File: config.mk
export PLATFORM = sky130hd
export DESIGN_NAME = random_stimulus_bank_flat
export DESIGN_NICKNAME = d
export VERILOG_FILES = /design/src/rtl/random_stimulus_bank_pkg.sv /design/src/rtl/random_stimulus_bank_if.sv /design/src/rtl/random_stimulus_bank_lane.sv /design/src/rtl/random_stimulus_bank.sv /design/src/flat_wrapper.sv
export SDC_FILE = /design/constraint.sdc
export NUM_CORES = 1
export LEC_CHECK = 0
export CAP_MARGIN = 15
export CORE_UTILIZATION = 49
export DETAILED_ROUTE_END_ITERATION = 8
export PLACE_DENSITY = 0.81
export SYNTH_ARGS = -nofsm -noshare
export SYNTH_HDL_FRONTEND = slang
export SYNTH_SLANG_ARGS = --single-unit
File: constraint.sdc
create_clock -name clk -period 1.92 [get_ports clk]
set_input_delay 0.384 -clock clk [delete_from_list [all_inputs] [get_ports clk]]
set_output_delay 0.384 -clock clk [all_outputs]
set_load 0.02 [all_outputs]
File: src/rtl/random_stimulus_bank_pkg.sv
// Shared constants, mode encoding and per-lane seed derivation for the
// random stimulus bank.
package random_gen_pkg;

  localparam logic [31:0] LFSR_MASK   = 32'h8020_0003;
  localparam logic [31:0] SEED_STRIDE = 32'h9E37_79B9;

  typedef enum logic [1:0] {
    MODE_LFSR  = 2'b00,
    MODE_COUNT = 2'b01,
    MODE_HOLD  = 2'b10,
    MODE_STEP  = 2'b11
  } mode_e;

  // Lanes are decorrelated by a golden-ratio stride; zero would lock the LFSR.
  function automatic logic [31:0] lane_seed(input logic [31:0] base, input logic [31:0] idx);
    logic [31:0] w_mix;
    w_mix = base ^ (idx * SEED_STRIDE);
    return (w_mix == 32'h0) ? 32'h1 : w_mix;
  endfunction

endpackage

File: src/rtl/random_stimulus_bank_if.sv
// Control/data bundle between a stimulus consumer (master) and the bank (slave).
interface random_stimulus_bank_if #(
  parameter int unsigned NUM_CHANNELS = 4,
  parameter int unsigned WIDTH        = 32
);

  logic                          enable;
  logic [1:0]                    mode;
  logic                          step;
  logic                          seed_load;
  logic [31:0]                   seed_in;
  logic [NUM_CHANNELS*WIDTH-1:0] random_number;
  logic                          update_strobe;

  modport master (
    output enable, mode, step, seed_load, seed_in,
    input  random_number, update_strobe
  );

  modport slave (
    input  enable, mode, step, seed_load, seed_in,
    output random_number, update_strobe
  );

endinterface

File: src/rtl/random_stimulus_bank_lane.sv
// One 32-bit lane: seed load, Galois LFSR or counter advance, else hold.
module rng_lane
  import random_gen_pkg::*;
#(
  parameter int unsigned IDX  = 0,
  parameter logic [31:0] SEED = 32'h0000_0001
) (
  input  logic        clk,
  input  logic        reset,
  input  logic        i_load,
  input  logic [31:0] i_load_base,
  input  logic        i_advance,
  input  logic        i_use_count,
  output logic [31:0] o_state
);

  logic [31:0] r_state;
  logic [31:0] w_next;

  // Next-state selection; load outranks advance.
  always_comb begin
    w_next = r_state;
    if (i_load) begin
      w_next = lane_seed(i_load_base, 32'(IDX));
    end else if (i_advance) begin
      if (i_use_count) begin
        w_next = r_state + 32'd1;
      end else if (r_state == 32'h0) begin
        w_next = 32'h0000_0001;
      end else begin
        w_next = (r_state >> 1) ^ (r_state[0] ? LFSR_MASK : 32'h0);
      end
    end else begin
      w_next = r_state;
    end
  end

  // Lane state register.
  always_ff @(posedge clk) begin
    if (reset) begin
      r_state <= lane_seed(SEED, 32'(IDX));
    end else begin
      r_state <= w_next;
    end
  end

  assign o_state = r_state;

endmodule

File: src/rtl/random_stimulus_bank.sv
// N-lane pseudo-random source: shared rate divider, advance decode, update
// strobe and packing of the lane states onto one wide output bus.
module random_stimulus_bank
  import random_gen_pkg::*;
#(
  parameter int unsigned NUM_CHANNELS = 4,
  parameter int unsigned WIDTH        = 32,
  parameter logic [31:0] SEED         = 32'h0000_0001,
  parameter int unsigned RATE_DIV     = 1
) (
  input logic                    clk,
  input logic                    reset,
  random_stimulus_bank_if.slave  bus
);

  localparam int unsigned     DIV_W    = (RATE_DIV > 1) ? $clog2(RATE_DIV) : 1;
  localparam logic [DIV_W-1:0] DIV_LAST = DIV_W'(RATE_DIV - 1);

  mode_e                         w_mode;
  logic [DIV_W-1:0]              r_div;
  logic                          r_strobe;
  logic                          w_tick;
  logic                          w_advance;
  logic                          w_use_count;
  logic [31:0]                   w_state [NUM_CHANNELS];
  logic [NUM_CHANNELS*WIDTH-1:0] w_rn;

  assign w_mode = mode_e'(bus.mode);

  // Advance decode; a seed load swallows any coincident tick or step.
  always_comb begin
    w_tick      = bus.enable && (r_div == DIV_LAST);
    w_advance   = 1'b0;
    w_use_count = 1'b0;
    if (bus.seed_load) begin
      w_advance = 1'b0;
    end else begin
      case (w_mode)
        MODE_LFSR:  w_advance = w_tick;
        MODE_COUNT: begin
          w_advance   = w_tick;
          w_use_count = 1'b1;
        end
        MODE_HOLD:  w_advance = 1'b0;
        MODE_STEP:  w_advance = bus.step;
        default:    w_advance = 1'b0;
      endcase
    end
  end

  // Rate divider: counts enabled cycles in every mode, frozen when disabled.
  always_ff @(posedge clk) begin
    if (reset) begin
      r_div <= '0;
    end else if (bus.seed_load) begin
      r_div <= '0;
    end else if (bus.enable) begin
      r_div <= (r_div == DIV_LAST) ? '0 : r_div + DIV_W'(1);
    end else begin
      r_div <= r_div;
    end
  end

  // Strobe marks the cycle in which the freshly advanced value is visible.
  always_ff @(posedge clk) begin
    if (reset) begin
      r_strobe <= 1'b0;
    end else begin
      r_strobe <= w_advance;
    end
  end

  for (genvar g = 0; g < NUM_CHANNELS; g++) begin : g_lane
    rng_lane #(
      .IDX  (g),
      .SEED (SEED)
    ) u_lane (
      .clk         (clk),
      .reset       (reset),
      .i_load      (bus.seed_load),
      .i_load_base (bus.seed_in),
      .i_advance   (w_advance),
      .i_use_count (w_use_count),
      .o_state     (w_state[g])
    );
  end

  // Output packing: low WIDTH bits of each lane, lane 0 in the LSBs.
  always_comb begin
    w_rn = '0;
    for (int i = 0; i < NUM_CHANNELS; i++) begin
      w_rn[i*WIDTH +: WIDTH] = w_state[i][WIDTH-1:0];
    end
  end

  assign bus.random_number = w_rn;
  assign bus.update_strobe = r_strobe;

endmodule

File: src/flat_wrapper.sv
// flat-port wrapper written by rule: the top's interface ports become plain ports
module random_stimulus_bank_flat import random_gen_pkg::*;
#(
  parameter int unsigned NUM_CHANNELS = 4,
  parameter int unsigned WIDTH        = 32,
  parameter logic [31:0] SEED         = 32'h0000_0001,
  parameter int unsigned RATE_DIV     = 1
)
  (clk, reset, bus_enable, bus_mode, bus_step, bus_seed_load, bus_seed_in, bus_random_number, bus_update_strobe);
  random_stimulus_bank_if #(.NUM_CHANNELS(NUM_CHANNELS), .WIDTH(WIDTH)) bus_i ();
  input logic clk;
  input logic reset;
  input wire logic [$bits(bus_i.enable)-1:0] bus_enable;
  input wire logic [$bits(bus_i.mode)-1:0] bus_mode;
  input wire logic [$bits(bus_i.step)-1:0] bus_step;
  input wire logic [$bits(bus_i.seed_load)-1:0] bus_seed_load;
  input wire logic [$bits(bus_i.seed_in)-1:0] bus_seed_in;
  output wire logic [$bits(bus_i.random_number)-1:0] bus_random_number;
  output wire logic [$bits(bus_i.update_strobe)-1:0] bus_update_strobe;
  assign bus_i.enable = bus_enable;
  assign bus_i.mode = bus_mode;
  assign bus_i.step = bus_step;
  assign bus_i.seed_load = bus_seed_load;
  assign bus_i.seed_in = bus_seed_in;
  assign bus_random_number = bus_i.random_number;
  assign bus_update_strobe = bus_i.update_strobe;
  random_stimulus_bank #(.NUM_CHANNELS(NUM_CHANNELS), .WIDTH(WIDTH), .SEED(SEED), .RATE_DIV(RATE_DIV)) u_core (.clk(clk), .reset(reset), .bus(bus_i));
endmodule
* Word-level counts from Yosys, hierarchy flattened
Index checks and enable logic that the tools add are counted.
** Cells by class
- Add/sub/neg operators :: 5
- $mul :: 0
- Divide/modulo/power cells :: 0
- Magnitude comparators :: 0
- Equal/unequal tests :: 3
- Shift-type cells :: 0
- Muxes and demuxes :: 29
- Bitwise operators :: 8
- Reductions and logical operators :: 13
** Operators by type and width (count)
- $mux 32 :: 24
- $logic_not 32->1 :: 8
- $add 32x1->32 const B :: 4
- $xor 31x32->32 :: 4
- $not 20->20 :: 1
- $not 19->19 :: 1
- $not 18->18 :: 1
- $eq 2x2->1 const B :: 2
- $mux 1 :: 4
- $reduce_or 2->1 :: 2
- $pmux 1 s3 :: 1
- $eq 2x1->1 const B :: 1
- $logic_not 2->1 :: 1
- $reduce_bool 2->1 :: 1
- $add 1x1->1 const B :: 1
- $logic_and 1x1->1 :: 1
- $not 1->1 :: 1
** Storage, ports and cells
- Bits in registers :: 130
- Bits in latches :: 0
- Memory bits (writable) :: 0
- Memory bits (read-only) :: 0
- Logic and storage cells :: 64
- Memories kept :: 0

* Longest topological paths before layout
- Word-level depth :: 6
- Depth in mapped cells :: 9
- Mapped depth without buffers :: 7

* Cells and area by module
Synthesis repeated with hierarchy kept, for this count alone.
** Second synthesis, totals
- Cells, all modules :: 1482
- Area total of the unflattened synthesis :: 10651.5 µm²
** By module, submodules not included
- rng_lane at u_core.g_lane[0].u_lane :: instances 1, cells an instance 379, area each 2706.3 µm², sequential area each 640.6 µm²
- rng_lane at u_core.g_lane[2].u_lane :: instances 1, cells an instance 368, area each 2693.8 µm², sequential area each 640.6 µm²
- rng_lane at u_core.g_lane[1].u_lane :: instances 1, cells an instance 360, area each 2611.3 µm², sequential area each 640.6 µm²
- rng_lane at u_core.g_lane[3].u_lane :: instances 1, cells an instance 369, area each 2583.7 µm², sequential area each 640.6 µm²
- random_stimulus_bank :: instances 1, cells an instance 6, area each 56.3 µm², sequential area each 20.0 µm²

* Worst setup path after synthesis
Ideal clock, no wire load.
- Path kind :: register to register
- Start point :: register u_core.g_lane[0].u_lane.r_state[1]
- End point :: register u_core.g_lane[0].u_lane.r_state[28]
- Setup time :: 0.119 ns
- Arrival :: 2.118 ns
- Required time :: 1.801 ns
- Slack :: -0.317 ns
- Cell stages (with the launch flop) :: 7
- Buffers on the path :: 0
- Cell sequence :: dfxtp_1 -> ha_1 -> nand4_1 -> or4_1 -> o31a_1 -> nor3_1 -> o2bb2ai_1
** Between the ends
- Word-level cells in the longest chain between the ends :: 5
- Elaborated cells on any way between the ends :: 6
- Those cells by class :: add/sub: 1; mux: 4; reduce/logical: 1
** Ends and longest elaborated chain
- from (decl) :: line random_stimulus_bank_lane.sv:17 : logic [31:0] r_state;
- from (signal assigned) :: line random_stimulus_bank_lane.sv:41 : r_state <= lane_seed(SEED, 32'(IDX));
- from (signal assigned) :: line random_stimulus_bank_lane.sv:43 : r_state <= w_next;
- parallel branches: the longest is 2 deep, another holds $add 32x1->32
- $mux 32 * :: line random_stimulus_bank_lane.sv:26 : if (i_use_count) begin
- $mux 32 * :: line random_stimulus_bank_lane.sv:25 : end else if (i_advance) begin
- $mux 32 * :: line random_stimulus_bank_lane.sv:23 : if (i_load) begin
Mark *: on every way between the ends. The select of a mux whose other input is x is not followed.
A chain may end at the register's enable or synchronous reset.

* Worst setup path in the final report
- Start point :: register u_core.g_lane[2].u_lane.r_state[0]
- End point :: register u_core.g_lane[2].u_lane.r_state[14]
** Between the ends
- Word-level cells in the longest chain between the ends :: 5
- Elaborated cells on any way between the ends :: 6
- Those cells by class :: add/sub: 1; mux: 4; reduce/logical: 1
** Ends and longest elaborated chain (line)
- from (decl) :: random_stimulus_bank_lane.sv:17
- from (signal assigned) :: random_stimulus_bank_lane.sv:41
- from (signal assigned) :: random_stimulus_bank_lane.sv:43
- parallel branches: the longest is 2 deep, another holds $add 32x1->32
- $mux 32 * :: random_stimulus_bank_lane.sv:26
- $mux 32 * :: random_stimulus_bank_lane.sv:25
- $mux 32 * :: random_stimulus_bank_lane.sv:23
Marks and branches as above.

==> run summary <==
Outcome = finished, violations left
Failing checks = negative setup slack
Final WL = 46.5 mm
Final Hold Fails = 0
Synth Flop Type = dfxtp_1
GRT Util Overall = 46.3%
Slew at the pin closest to its max-slew limit = 781 ps
Max-Cap Viols = 0
#FFs+latches synth = 129
Syn. warnings = 0
Slew Limit Fails = 0
Core Region = 18600 sq um
Dpl cells = 1830
Clock sinks = 129
Gate Count Post-Synth = 1220
Crit end category = flip-flop
Dpl hpwl = 32.4 mm
DRT Pass-1 Iters = 7
Post-synth cell types = 80
Remaining antenna violation count = 0
Pleak = 6.17 nW
Vias in the first global route = 11900
IO buf count = 167
Avg Cell Area, Syn = 7.63 sq um
Synth Cell Area = 9310 sq um
Average routed wire per standard cell = 24.8 microns
Via count = 13000
CTS HTree Levels = 4
Worst skew pair latency = 440 ps
Most common cell after layout, fill and taps aside = buf_4
Post-Syn Nets = 1267
Total congestion overflow = 0
Critical Path RT = 2240 ps
Cell Count, Final, Fillers Out = 1878
Share of layout cells above drive strength 1 = 30.7%
Clock-pin slew on the worst setup and hold paths = 60 ps
Final period utilization = 101%
IO Pins = 168
Max VDD drop = 0.000664 V
Post-layout min period = 1930 ps
Total CTS buffers = 17
Setup violators final = 1
Initial antenna violation count = 1
Area growth, synth to finish = 57.6%
Sequential share of the synthesized area = 27.8%
Setup Crit Path Kind = flip-flop to flip-flop
Placed cell areas = 13600 sq um
DR iter-0 viols = 2077
RSZ-0062 raised after global routing = true
Max frequency = 0.518 GHz
Hold Crit Class = primary input to flip-flop
Full die area = 19500 sq um
Die H = 140 microns
Routability cong. = 1.03
Most frequent cells in the layout = buf_4 (327), nand2_1 (100), dfxtp_1 (93)
Largest net degree at the start of global routing = 75
Rel. slew slack = 47.4%
Startpoint Class = flip-flop
WP data arrival = 2260 ps
Post-layout net count = 1677
Bufs on Longest Clock Path = 2
Share of flip-flops with an asynchronous set or reset = 0%
Setup ws final = -11.6 ps
Design area = 14700 sq um
CTS Root Cell = clkbuf_16
Initial Util = 49.9%
Max Fanout on Critical Path = 8
Power density cells = 648 nW/um^2
DRC = 0
Clk_skew = 7.37 ps
Vias per cell = 6.92
EDFF count, synth = 0
CTS tree = done
# rows = 50
Global-route wire length before repair = 69.4 mm
Die W = 140 microns
cells in the mapped netlist (3+ instances only):
master / count / area (sq um)
o31a_1: 4 / 35.0
xnor2_1: 52 / 455
buf_2: 19 / 95.1
buf_1: 10 / 37.5
nor4_2: 3 / 37.5
inv_1: 35 / 131
a221oi_1: 24 / 210
nor4_1: 47 / 294
a21boi_0: 8 / 60.1
nand4_1: 56 / 350
a22o_1: 4 / 35.0
nand2_1: 102 / 383
a32oi_1: 6 / 52.6
mux2i_1: 5 / 50.1
a211oi_1: 7 / 52.6
o21ai_0: 76 / 380
and2_1: 15 / 93.8
a31oi_1: 5 / 31.3
nor4b_1: 8 / 70.1
a222oi_1: 16 / 160
xor2_1: 40 / 350
o22ai_1: 15 / 93.8
and3_1: 17 / 106
ha_1: 8 / 100
dfxtp_1: 129 / 2580
a221o_1: 17 / 170
o2111ai_1: 5 / 43.8
a21oi_1: 63 / 315
a21boi_1: 3 / 22.5
or3_1: 5 / 31.3
o211ai_1: 15 / 113
a22oi_1: 48 / 360
nor2_1: 47 / 176
nand3_1: 52 / 260
o21a_1: 11 / 82.6
nor3_1: 53 / 265
and4_1: 23 / 201
clkbuf_1: 94 / 353
nand4b_1: 5 / 43.8
nor2b_1: 3 / 18.8
a211o_1: 3 / 26.3
o221ai_1: 8 / 70.1
o32a_1: 3 / 30.0
metrics by stage:
stage | setup WS (ps) | hold WS (ps) | setup TNS [ps] | total power [mW] | util [%]
floorplan | -121 | 529 | -293 | 4.49 | -
global placement | -566 | 551 | -48880 | 6.01 | 73.0
detailed placement | -596 | 549 | -52060 | 6.06 | 73.0
CTS | -50.9 | 488 | -80.9 | 9.26 | 76.1
global route | -116 | 509 | -492 | 9.72 | 78.7
finish | -11.6 | 477 | -11.6 | 9.50 | 78.7
critical path: stages (launching register included):
cell and delay [ps]:
dfxtp_2 340, buf_6 150, ha_2 200, and3_4 210
nand3_1 140, or3_1 370, xnor2_1 140, a221o_1 280
path summary, 6_finish.rpt:
check	start	end	slack, ps	cells after the start
min reg2reg	u_core.g_lane[3].u_lane.o_state[1]	u_core.g_lane[3].u_lane.o_state[1]	540	2
max reg2reg	u_core.g_lane[2].u_lane.o_state[0]	u_core.g_lane[2].u_lane.o_state[14]	-10	7
max	u_core.g_lane[2].u_lane.o_state[0]	u_core.g_lane[2].u_lane.o_state[14]	-10	7
min	reset	u_core.g_lane[0].u_lane.o_state[13]	480	3
layer usage:
metal / global-route usage, % / vias to the layer above / part of all wire, %
li1: - / 5505 / -
met1: 58.6 / 5963 / 36
met2: 68.5 / 1260 / 42
met3: 14.2 / 276 / 15
met4: 28.3 / 0 / 6.9
met5: 0 / - / 0
sequential cells by signal (all words and copies together) (netlist names):
register,count
u_core.bus.update_strobe,1
u_core.g_lane.u_lane.o_state,128
area by class of cell:
type	count	area (sq um)
Fill cell	1326	3980
Clock buffer	22	474
Tap cell	234	293
Antenna cell	1	2.50
Inverter	37	141
Multi-Input combinational cell	929	6490
Sequential cell	129	2650
Timing Repair Buffer	516	4500
Clock inverter	10	109
what timing repair did:
item / 4_1_cts / 5_1_grt
hold buffers: 0 / 0
endpoints found under the setup margin: 125 / 96
pin swaps: 7 / 27
resized for setup: 95 / 106
setup buffers: 0 / 16
cells by family after synthesis:
family                   after synthesis  share of synthesized area [%]
AO/OA/AOI/OAI                        370                           28.1
XOR/XNOR                              92                           8.66
adder cells (fa/ha/maj)                8                           1.08
buffers and inverters                162                           6.82
flip-flops                           129                           27.8
multiplexers                           6                          0.659
AND/OR/NAND/NOR                      453                           26.9
power breakdown:
part / switching [mW] / leakage, nW / internal, mW
Clock: 1.34 / 0.286 / 2.01
Sequential: 0.238 / 1.08 / 2.90
Combinational: 1.68 / 4.81 / 1.33
(Power assumes the default switching activity.)
